**src/rtl/vshift_seq.sv**
```systemverilog
// vshift_seq: streams one vector shift instruction through the exe-stage 64-bit SIMD shifter.
// Optional scalar shift-amount source is compiled in with `define VSHIFT_SEQ_SCALAR_EN.
package vshift_seq_pkg;
  typedef enum logic [2:0] {VSLL, VSRL, VSRA, VNSRL, VNSRA, VSSRL, VSSRA} instr_type_t;
  typedef enum logic [1:0] {SEW_8, SEW_16, SEW_32, SEW_64} sew_t;
  typedef enum logic [1:0] {VXRM_RNU, VXRM_RNE, VXRM_RDN, VXRM_ROD} vxrm_t;
endpackage

module vshift_seq
  import vshift_seq_pkg::*;
#(
  parameter int MAX_CHUNKS = 8,
  localparam int CW = $clog2(MAX_CHUNKS) + 1
) (
  input  logic          clk_i,
  input  logic          rst_i,
  input  logic          flush_i,
  input  logic          req_valid_i,
  output logic          req_ready_o,
  input  instr_type_t   req_instr_i,
  input  sew_t          req_sew_i,
  input  vxrm_t         req_vxrm_i,
  input  logic [CW-1:0] req_nchunks_i,
`ifdef VSHIFT_SEQ_SCALAR_EN
  input  logic          req_scalar_en_i,
  input  logic [63:0]   req_scalar_i,
`endif
  input  logic          opnd_valid_i,
  output logic          opnd_ready_o,
  input  logic [63:0]   opnd_vs1_i,
  input  logic [63:0]   opnd_vs2_i,
  output instr_type_t   sh_instr_o,
  output sew_t          sh_sew_o,
  output vxrm_t         sh_vxrm_o,
  output logic [63:0]   sh_vs1_o,
  output logic [63:0]   sh_vs2_o,
  input  logic [63:0]   sh_vd_i,
  output logic          res_valid_o,
  input  logic          res_ready_i,
  output logic [63:0]   res_data_o,
  output logic [CW-2:0] res_idx_o,
  output logic          res_last_o,
  output logic          busy_o
);

  localparam logic [1:0] ST_IDLE  = 2'd0;
  localparam logic [1:0] ST_RUN   = 2'd1;
  localparam logic [1:0] ST_DRAIN = 2'd2;

  logic [1:0]    state;
  instr_type_t   instr_q;
  sew_t          sew_q;
  vxrm_t         vxrm_q;
  logic          narrow_q;
  logic [CW:0]   beats_q;
  logic [CW:0]   src_cnt;
  logic [CW-1:0] dst_cnt;
  logic          half_q;
  logic [31:0]   pack_lo;

  logic req_narrow;
  logic req_ok;
  logic res_fire;
  logic opnd_fire;
  logic last_beat;
  logic [63:0] vs1_sel;

`ifdef VSHIFT_SEQ_SCALAR_EN
  logic        scalar_en_q;
  logic [63:0] scalar_q;
  logic [63:0] scalar_rep;

  always_comb begin
    case (sew_q)
      SEW_8:   scalar_rep = {8{scalar_q[7:0]}};
      SEW_16:  scalar_rep = {4{scalar_q[15:0]}};
      SEW_32:  scalar_rep = {2{scalar_q[31:0]}};
      default: scalar_rep = scalar_q;
    endcase
  end
`endif

  assign req_narrow = (req_instr_i == VNSRL) || (req_instr_i == VNSRA);
  assign req_ok     = (req_nchunks_i != '0) && (req_nchunks_i <= CW'(MAX_CHUNKS));
  assign res_fire   = res_valid_o && res_ready_i;
  assign opnd_fire  = (state == ST_RUN) && !flush_i && !rst_i && opnd_valid_i
                      && (!res_valid_o || res_ready_i);
  assign last_beat  = (src_cnt == beats_q - (CW+1)'(1));

  assign req_ready_o  = (state == ST_IDLE) && !flush_i && !rst_i;
  assign opnd_ready_o = opnd_fire;
  assign busy_o       = (state != ST_IDLE);

  // The odd narrowing beat covers the upper destination elements, so it needs the upper vs1 half.
  always_comb begin
    vs1_sel = opnd_vs1_i;
    if (narrow_q && half_q) begin
      vs1_sel = {32'b0, opnd_vs1_i[63:32]};
    end
`ifdef VSHIFT_SEQ_SCALAR_EN
    if (scalar_en_q) begin
      vs1_sel = scalar_rep;
    end
`endif
  end

  assign sh_instr_o = instr_q;
  assign sh_sew_o   = sew_q;
  assign sh_vxrm_o  = vxrm_q;
  assign sh_vs1_o   = vs1_sel;
  assign sh_vs2_o   = opnd_vs2_i;

  always_ff @(posedge clk_i) begin
    if (rst_i) begin
      state       <= ST_IDLE;
      instr_q     <= VSLL;
      sew_q       <= SEW_8;
      vxrm_q      <= VXRM_RNU;
      narrow_q    <= 1'b0;
      beats_q     <= '0;
      src_cnt     <= '0;
      dst_cnt     <= '0;
      half_q      <= 1'b0;
      pack_lo     <= '0;
      res_valid_o <= 1'b0;
      res_last_o  <= 1'b0;
      res_idx_o   <= '0;
      res_data_o  <= '0;
`ifdef VSHIFT_SEQ_SCALAR_EN
      scalar_en_q <= 1'b0;
      scalar_q    <= '0;
`endif
    end else if (flush_i) begin
      state       <= ST_IDLE;
      res_valid_o <= 1'b0;
      res_last_o  <= 1'b0;
      src_cnt     <= '0;
      dst_cnt     <= '0;
      half_q      <= 1'b0;
    end else begin
      if (res_fire) begin
        res_valid_o <= 1'b0;
        res_last_o  <= 1'b0;
      end
      case (state)
        ST_IDLE: begin
          if (req_valid_i && req_ok) begin
            instr_q  <= req_instr_i;
            sew_q    <= req_sew_i;
            vxrm_q   <= req_vxrm_i;
            narrow_q <= req_narrow;
            beats_q  <= req_narrow ? {req_nchunks_i, 1'b0} : {1'b0, req_nchunks_i};
            src_cnt  <= '0;
            dst_cnt  <= '0;
            half_q   <= 1'b0;
`ifdef VSHIFT_SEQ_SCALAR_EN
            scalar_en_q <= req_scalar_en_i;
            scalar_q    <= req_scalar_i;
`endif
            state    <= ST_RUN;
          end
        end
        ST_RUN: begin
          if (opnd_fire) begin
            if (!last_beat) begin
              src_cnt <= src_cnt + (CW+1)'(1);
            end
            if (narrow_q && !half_q) begin
              pack_lo <= sh_vd_i[31:0];
              half_q  <= 1'b1;
            end else begin
              res_valid_o <= 1'b1;
              res_data_o  <= narrow_q ? {sh_vd_i[31:0], pack_lo} : sh_vd_i;
              res_idx_o   <= dst_cnt[CW-2:0];
              res_last_o  <= last_beat;
              half_q      <= 1'b0;
              if (dst_cnt != CW'(MAX_CHUNKS - 1)) begin
                dst_cnt <= dst_cnt + CW'(1);
              end
            end
            if (last_beat) begin
              state <= ST_DRAIN;
            end
          end
        end
        ST_DRAIN: begin
          if (res_fire) begin
            state <= ST_IDLE;
          end
        end
        default: state <= ST_IDLE;
      endcase
    end
  end

endmodule

```
**config.mk**
```make
export PLATFORM = sky130hd
export DESIGN_NAME = vshift_seq
export DESIGN_NICKNAME = d
export VERILOG_FILES = /design/src/rtl/vshift_seq.sv
export SDC_FILE = /design/constraint.sdc
export NUM_CORES = 1
export LEC_CHECK = 0
export BUFFER_PORTS_ARGS = -buffer_cell sky130_fd_sc_hd__buf_2
export CAP_MARGIN = 0
export CORE_AREA = 5 5 160 162
export DETAILED_ROUTE_END_ITERATION = 16
export DIE_AREA = 0 0 165 167
export PLACE_DENSITY_LB_ADDON = 0.3
export REMOVE_ABC_BUFFERS = 1
export SLEW_MARGIN = 25
export SYNTH_ARGS = -nofsm -noshare
export SYNTH_HDL_FRONTEND = slang
export SYNTH_SLANG_ARGS = --single-unit
```
**constraint.sdc**
```tcl
create_clock -name clk_i -period 2.1 [get_ports clk_i]
set_clock_uncertainty 0.15 [all_clocks]
set_input_delay 0 -clock clk_i [delete_from_list [all_inputs] [get_ports clk_i]]
set_output_delay 0 -clock clk_i [all_outputs]
set_load 0.03 [all_outputs]
```
After elaboration in Yosys (flattened, before gate mapping)
Index checks and enable logic that the tools add are counted.
{ "totals": {"regBits": 126, "input_bits": 209, "output_inout_bits": 207, "wordCells": 91} }
{ "op_classes": {"addsub": 3, "n_lt_le_gt_ge": 1, "eq_ne": 13, "n_mux": 29, "bitwise_logic": 2, "reduce_logical": 29} }
{ "ops": {"columns": ["op", "count"], "rows": [
  ["$mux W64", 2],
  ["$mux W5", 4],
  ["$mux W4", 4],
  ["$reduce_and A4 Y1", 4],
  ["$logic_and A1 B1 Y1", 11],
  ["$mux W1", 11],
  ["$ne A2 B2 Y1 const B", 5],
  ["$pmux W5 S2", 1],
  ["$mux W2", 4],
  ["$pmux W4 S2", 1],
  ["$pmux W2 S3", 1],
  ["$reduce_and A3 Y1", 2],
  ["$add A5 B1 Y5 const B", 1],
  ["$eq A5 B5 Y1", 1],
  ["$reduce_and A5 Y1", 1],
  ["$sub A5 B1 Y5 const B", 1],
  ["$add A4 B1 Y4 const B", 1],
  ["$le A4 B4 Y1 const B", 1],
  ["$logic_not A1 Y1", 4],
  ["$ne A2 B1 Y1 const B", 2],
  ["$ne A4 B3 Y1 const B", 1],
  ["$reduce_bool A2 Y1", 2],
  ["$reduce_bool A4 Y1", 1],
  ["$eq A3 B2 Y1 const B", 1],
  ["other kinds (8)", 10]
]} }

Depth between registers and ports, before layout
Gate-level depths: netlist of the first run.
{ "depth": {"word_depth": 7, "mapped_depth": 9, "depth_no_buf": 8} }

Worst setup path after synthesis of the first run
OpenSTA, ideal clock, no wires.
{ "synth_path": {"kind": "register to register", "from": "register res_valid_o", "to": "register pack_lo[10]", "setup_time_ns": 0.070, "arrival_ns": 1.871, "t_required_ns": 1.880, "path_slack_ns": 0.009, "path_stages_with_launch": 9, "n_path_buf": 2, "period_less_slack_ns": 2.091, "path_cell_list": "dfxtp_1 nand2b_1 nand4_4 nor2_1 and2_1 buf_2 buf_2 nand2_1 a21oi_1"} }
{ "synth_between": {"elab_chain_len": 4} }
{ "synth_rtl": {"columns": ["item", "line_no", "rtl"], "rows": [
  ["from (decl)", "38", "output logic res_valid_o,"],
  ["from (signal assigned)", "125", "res_valid_o <= 1'b0;"],
  ["from (signal assigned)", "135", "res_valid_o <= 1'b0;"],
  ["from (signal assigned)", "142", "res_valid_o <= 1'b0;"],
  ["$logic_not A1 Y1", "87", "&& (!res_valid_o || res_ready_i);"],
  ["$logic_or A1 B1 Y1", "87", null],
  ["$logic_and A1 B1 Y1", "87", null],
  ["net opnd_ready_o", "29", "output logic opnd_ready_o,"],
  ["$reduce_and A4 Y1 (no source line)", null, null],
  ["to (signal assigned)", "169", "pack_lo <= sh_vd_i[31:0];"],
  ["to (decl)", "59", "logic [31:0] pack_lo;"]
]} }
The timed path passes the listed nets, and every way through them passes these cells.
A chain may end at the register's enable or synchronous reset.

Worst setup path in the final report of the first run
{ "layout_path": {"from": "register beats_q[1]", "to": "register src_cnt[3]"} }
{ "layout_between": {"elab_chain_len": 4} }
{ "layout_rtl": {"columns": ["item", "line_no", "rtl"], "rows": [
  ["from (decl)", "55", "logic [CW:0] beats_q;"],
  ["from (signal assigned)", "152", "beats_q <= req_narrow ? {req_nchunks_i, 1'b0} : {1'b0, req_nchunks_i};"],
  ["$sub A5 B1 Y5", "88", "assign last_beat = (src_cnt == beats_q - (CW+1)'(1));"],
  ["$eq A5 B5 Y1", "88", null],
  ["$ne A2 B2 Y1 (no source line)", null, null],
  ["$reduce_and A4 Y1 (no source line)", null, null],
  ["to (signal assigned)", "166", "src_cnt <= src_cnt + (CW+1)'(1);"],
  ["to (decl)", "56", "logic [CW:0] src_cnt;"]
]} }
Every way passes these cells.

==> results.ini, run 1 <==
[logic_synthesis]
synth-xor-area-share_pct=1.23
synth_area_sq_um=6430
muxShareOfSynthArea_pct=16.2
synthAdderAreaFrac_pct=0.584
synth_top_family_by_area=simple AND/OR/NAND/NOR gates
synth-async-reset-ratio_pct=0
synth_top_area_share_pct=39.2
ys_ff_latch=126
synth_cell_types=41
yosys-top-cells-area=dfxtp_1 39%, mux2i_1 11%, a211oi_1 8.1%, buf_4 7.9%, mux2_2 5.6%
yosys.area_share.simple_pct=17.2
synth_ff_type=dfxtp_1
seq_area_frac_synth_pct=39.2
synth_edf_count=0
synth_warnings=0
syn_area_per_cell_sq_um=8.68
synth_area_leader_cell=dfxtp_1
synthesis.instances=741
synth-compound-area-share_pct=14.0

[power_and_ir_drop]
p_sw_share_pct=29.3
power.total_mw=6.61
p_clk_share_pct=44.9
intPower_mw=4.67
peakVddDrop_mv=0.428
power_frac_comb_pct=18.3
cellLeakagePower_nw=4.03
p_seq_share_pct=36.8
power_density_nw_per_um2=668
switchingPower_mw=1.94

[placed_design]
io_buffers=287
globalplace.congestion=0.948
dpl.hpwl_mm=25.6

[drt]
drc=0
dr.pass1.iters=4
drtAntennaViolNets=0
vias=6645
avgViaCountPerCell=4.63
wire_per_inst_um=22.3
routed_wl_mm=32.1
first_iter_violations=379

[floorplan]
core_area_sq_um=24000
die_y_um=167
ioPinCount=416
num_rows=57
start_util_pct=26.8
die-width_um=165
dieArea_sq_um=27600

[timing]
setup_viol=0
fmax_mhz=510
grt_setup_unrepaired=false
tightestPinTransition_ns=0.827
final_hold_viol_count=0
post-route-min-period_ns=1.96
slew_headroom_pct=44.9
drv_slew=0
finalCritPeriodShare_pct=93.4
whs_ns=0.228

[clock_network]
clk_pin_slew_ns=0.06
cts_root_buffer=clkbuf_16
cts_setup_buffers=0
clock-sinks=126
cts_tree=built
cts_max_path_buffers=2
cts_inserted_buffers=17
clock_latency_ns=0.43
cts_htree_levels=4

[final_layout]
fillCellCount=2439
final_net_count=1303
final_common_cell=buf_2
area_delta_synth_final_pct=53.9
drive_gt1_share_pct=34.3
layout_common_cells=286 x buf_2, 145 x dlygate4sd3_1, 125 x dfxtp_1, 95 x nand2_1, 85 x nor2_1

[global_routing]
grt_pass1_vias=6406
grt_antenna_before_repair=21
grt-ovfl-total=0
grt_usage_pct=22.5
grt_max_degree=114
grt_pass1_wl_mm=45.1

[setup_path]
worstSetupEndpointType=flip-flop
cp_slowest_cell=or3_1
crit_path_cell_trace=inv_1 -> ha_2 -> xor2_1 -> nor2_1 -> o311ai_4 -> a21boi_4 -> or3_1 -> a21oi_1
startpoint_type=flip-flop
arrival_ns=2.16
cp.required_ns=2.30
worst-setup-path-type=flip-flop to flip-flop
slowest_delay_ns=0.35
cp_max_fo=7

[run_status]
status=finished clean

[flow_run]
cap_violations=0

[hold_path]
hold_class=input port to output pin

-- cell usage after synthesis (2+ instances only) --
cell type / instances
nand3_1: 6
buf_2: 22
mux2i_1: 68
nand4b_1: 2
xnor2_1: 6
nor3_1: 4
dfxtp_1: 126
inv_1: 6
xor2_1: 3
nand2_1: 96
nand2b_1: 2
a21oi_1: 50
nor3_2: 2
a31oi_1: 3
clkbuf_1: 28
and2_1: 33
mux2_2: 32
a211oi_1: 69
or3_1: 5
ha_1: 3
nor2_1: 85
o21ai_0: 4
buf_4: 68
-- worst max-delay path: cells and delay by family (launching register included) --
kind,cells,cell delay (ns)
XOR/XNOR,1,0.15
AND/OR/NAND/NOR,2,0.43
flip-flops,1,0.32
adder cells (fa/ha/maj),1,0.20
AO/OA/AOI/OAI,3,0.59
buffers and inverters,1,0.06
-- final timing paths --
check                                                 from                    endpoint  slack [ns]  cells past startpoint
worst max-delay path               beats_q[1]$_SDFFE_PP0P_     src_cnt[3]$_SDFFE_PP0P_        0.14                      8
worst min-delay path                        opnd_vs1_i[40]                sh_vs1_o[40]        0.23                      3
worst max register to register     beats_q[1]$_SDFFE_PP0P_     src_cnt[3]$_SDFFE_PP0P_        0.14                      8
worst min register to register  sh_instr_o[2]$_SDFFE_PP0P_  sh_instr_o[2]$_SDFFE_PP0P_        0.30                      2
-- power by group through the flow --
stage | Clock (mW) | Combinational [mW] | Sequential, mW
after floorplan | 0 | 0.383 | 2.54
after global placement | 0 | 0.796 | 2.48
after detailed placement | 0 | 0.798 | 2.48
after CTS | 3.05 | 1.22 | 2.43
after global routing | 3.15 | 1.29 | 2.43
final | 2.97 | 1.21 | 2.43
-- through the flow --
step	std cells	setup WS (ns)	instance area, sq um	utilization, %	setup TNS, ns
final	1436	0.138	9900	41.3	0
after global routing	1434	0.00145	9900	41.3	0
after CTS	1428	0.0880	9870	41.2	0
after detailed placement	1251	-0.00807	7830	32.7	-0.00836
after global placement	1251	0.0459	7830	32.7	0
after floorplan	623	-4.05	5710	-	-509.36
-- area by class of cell --
| class | instances | area (sq um) | share of cell area (%) |
|---|---|---|---|
| Clock inverter | 14 | 156 | 1.58 |
| Tap cell | 324 | 405 | 4.09 |
| Inverter | 6 | 22.5 | 0.227 |
| Timing Repair Buffer | 449 | 3160 | 31.9 |
| Sequential cell | 126 | 2530 | 25.5 |
| Clock buffer | 18 | 429 | 4.33 |
| Antenna cell | 8 | 20.0 | 0.202 |
| Multi-Input combinational cell | 491 | 3190 | 32.2 |
-- sequential cells by signal, indices dropped and copies added, names as in the netlist --
name and flops:
res_data_o 64, pack_lo 32, beats_q 5, src_cnt 5, dst_cnt 4, res_idx_o 3
sh_instr_o 3, sh_sew_o 2, sh_vxrm_o 2, state 2, half_q 1, narrow_q 1
res_last_o 1, res_valid_o 1
-- kinds of logic (layout without fill, tap and decap cells) --
kind of cell    after synthesis  after routing
simple gates                244            244
compound gates              135            135
flops                       126            126
buf+inv                     124            487
mux                         100            100
xor+xnor                      9              9
fa+ha+maj                     3              3
other cells                   0              8
-- what timing repair did --
action	CTS	global route
pin swaps	0	2
endpoints found under the setup margin	2	3
hold buffers	145	0
resized for setup	1	2
hold endpoints to repair	187	0
-- routing by layer --
layer / vias to the layer above / track usage, % / share of wire, %
li1: 3199 / - / -
met2: 250 / 36.3 / 47
met3: 24 / 8.80 / 9.3
met4: 0 / 4.99 / 0.93
met5: - / 0 / 0
met1: 3172 / 28.4 / 42
No activity file was read; power rests on OpenSTA's default activity.
==> inputs of run 2 (changes only) <==
Settings changed: CORE_AREA 5 5 160 162 to 2 2 161 163, DIE_AREA 0 0 165 167 to 0 0 163 165.
==> run 2 against run 1 <==
Compared with the run above:
- sequential cell count unchanged
- hold slack got worse by 0.096 ns
- sequential power about the same
- largest power group unchanged
- global-route usage decreased by 0.57 points
- critical path type unchanged
- register-to-register slack got worse by 0.03 ns
- first-iteration DRC count increased by 24%
- routed wire length decreased by 6.0%
- utilization decreased by 1.1 points
==> results.ini, run 2 (synthesis gave the netlist of run 1 again) <==
[clock_network]
cts_root_buffer=clkbuf_16  ; unchanged
cts_htree_levels=4  ; unchanged
cts_inserted_buffers=17  ; unchanged
cts_max_path_buffers=2  ; unchanged
clock-sinks=126  ; unchanged
clk_pin_slew_ns=0.06  ; about the same
cts_tree=built  ; unchanged
clock_latency_ns=0.41  ; was 0.43 ns

[floorplan]
dieArea_sq_um=26900  ; was 27600 sq um
core_area_sq_um=25000  ; was 24000 sq um
die-width_um=163  ; was 165 um
ioPinCount=416  ; unchanged
start_util_pct=25.7  ; was 26.8%
num_rows=58  ; was 57
die_y_um=165  ; was 167 um

[timing]
drv_slew=0  ; unchanged
fmax_mhz=501  ; was 510 MHz
final_hold_viol_count=0  ; unchanged
finalCritPeriodShare_pct=95.1  ; was 93.4%
fin_ws_ns=0.103  ; was 0.138 ns
whs_ns=0.132  ; was 0.228 ns
setup_viol=0  ; unchanged
slew_headroom_pct=60.5  ; was 44.9%
post-route-min-period_ns=2.00  ; was 1.96 ns
tns_ns=0  ; unchanged
grt_setup_unrepaired=false  ; unchanged
tightestPinTransition_ns=0.593  ; was 0.827 ns

[final_layout]
largest_register_ffs=64  ; unchanged
final_net_count=1307  ; was 1303
largest_register=res_data_o  ; unchanged
layout_common_cells=286 x buf_2, 147 x dlygate4sd3_1, 123 x dfxtp_1, 95 x nand2_1, 84 x nor2_1  ; was 286 x buf_2, 145 x dlygate4sd3_1, 125 x dfxtp_1, 95 x nand2_1, 85 x nor2_1
reg_top3=res_data_o x64, pack_lo x32  ; unchanged
area_delta_synth_final_pct=56.6  ; was 53.9%
fillCellCount=2579  ; was 2439
final_common_cell=buf_2  ; unchanged
layoutNonFillerInstCount=1451  ; was 1436
fin_util_pct=40.2  ; was 41.3%
multi_input_area_sq_um=3200  ; was 3190 sq um
final_cell_area_sq_um=10100  ; was 9900 sq um
drive_gt1_share_pct=34.7  ; was 34.3%
regArea_sq_um=2530  ; about the same

[placed_design]
pre_cts_slack_ns=0.0259  ; was -0.00807 ns
globalplace.congestion=0.933  ; was 0.948
dpl.hpwl_mm=23.4  ; was 25.6 mm
placed_area_sq_um=7820  ; was 7830 sq um
dp_cells=1258  ; was 1251
io_buffers=287  ; unchanged

[drt]
dr.pass1.iters=4  ; unchanged
drc=0  ; unchanged
vias=6666  ; was 6645
drtAntennaViolNets=0  ; unchanged
first_iter_violations=471  ; was 379
wire_per_inst_um=20.8  ; was 22.3 um
avgViaCountPerCell=4.59  ; was 4.63
routed_wl_mm=30.2  ; was 32.1 mm

[power_and_ir_drop]
power.total_mw=7.18  ; was 6.61 mW
p_sw_share_pct=26.5  ; was 29.3%
peakVddDrop_mv=0.438  ; was 0.428 mV
p_seq_share_pct=33.9  ; was 36.8%
switchingPower_mw=1.90  ; was 1.94 mW
cellLeakagePower_nw=4.08  ; was 4.03 nW
power_density_nw_per_um2=713  ; was 668 nW/um^2
power_frac_comb_pct=16.9  ; was 18.3%
p_clk_share_pct=49.2  ; was 44.9%
intPower_mw=5.28  ; was 4.67 mW

[setup_path]
worst-setup-path-type=flip-flop to flip-flop  ; unchanged
cp_slowest_cell=dlygate4sd3_1  ; was or3_1
r2r_slack_ns=0.10  ; was 0.14 ns
startpoint_type=flip-flop  ; unchanged
slowest_delay_ns=0.55  ; was 0.35 ns
worstSetupEndpointType=flip-flop  ; unchanged
arrival_ns=2.19  ; was 2.16 ns
cp_max_fo=17  ; was 7
crit_path_cell_trace=nor2_2 -> inv_1 -> nor3_2 -> buf_6 -> nand2_1 -> dlygate4sd3_1 -> a21oi_1  ; was inv_1 -> ha_2 -> xor2_1 -> nor2_1 -> o311ai_4 -> a21boi_4 -> or3_1 -> a21oi_1
cp.required_ns=2.29  ; was 2.30 ns

[run_status]
status=finished clean  ; unchanged

[global_routing]
grt_pass1_vias=6433  ; was 6406
grt-ovfl-total=0  ; unchanged
grt_pass1_wl_mm=43.0  ; was 45.1 mm
grt_max_degree=113  ; was 114
grt_antenna_before_repair=16  ; was 21
grt_usage_pct=21.9  ; was 22.5%

[flow_run]
cap_violations=0  ; unchanged

[hold_path]
hold_class=input port to flip-flop  ; was input port to output pin

-- run 2: changes by cell type in the layout (fill, tap and decap cells not counted), moves of 3 or more --
cell	change
bufinv_16	+4
inv_6	-4
buf_4	+3
diode_2	+5
-- run 2: worst paths after layout --
path	start	endpoint	cells past startpoint
setup / recovery	state[1]$_SDFFE_PP0P_	sh_sew_o[0]$_SDFFE_PP0P_	7
hold / removal	req_nchunks_i[3]	dst_cnt[2]$_SDFFE_PP0P_	5
setup reg to reg	state[1]$_SDFFE_PP0P_	sh_sew_o[0]$_SDFFE_PP0P_	7
hold reg to reg	pack_lo[1]$_SDFFE_PP0P_	pack_lo[1]$_SDFFE_PP0P_	2
-- run 2: worst max-delay path: cells and delay by family (launching register included) --
family	cells	cell delay, ns
buffers and inverters	3	0.85
and+or+nand+nor	3	0.39
DFF	1	0.38
AOI/OAI and AO/OA	1	0.14
-- run 2: what timing repair did --
| item | in CTS | in global routing |
|---|---|---|
| endpoints found under the setup margin | 0 | 9 |
| endpoints found under the hold margin | 187 | 0 |
| resized for setup | 0 | 9 |
| hold buffers | 147 | 0 |
| buffers inserted | 0 | 1 |
-- run 2: metal layers --
metal	track usage, %	vias up	wire, um
li1	-	3213	-
met2	35.5	274	13900
met3	8.24	28	3090
met1	27.3	3151	12500
met4	6.44	0	596
met5	0	-	0
-- run 2: cell type report --
type | instances | area share, %
multi-input cells | 491 | 31.8
repair buffers | 453 | 31.5
flip-flops and latches | 126 | 25.1
clock buffers | 20 | 4.74
well taps | 330 | 4.10
clock inverters | 12 | 2.27
diodes | 13 | 0.323
inverters | 6 | 0.224
-- run 2: power by group through the flow --
stage / combinational, mW / sequential (mW) / clock (mW)
floorplan: 0.383 / 2.54 / 0
global placement: 0.799 / 2.48 / 0
detailed placement: 0.800 / 2.48 / 0
CTS: 1.21 / 2.43 / 3.62
global route: 1.29 / 2.43 / 3.71
finish: 1.22 / 2.43 / 3.53
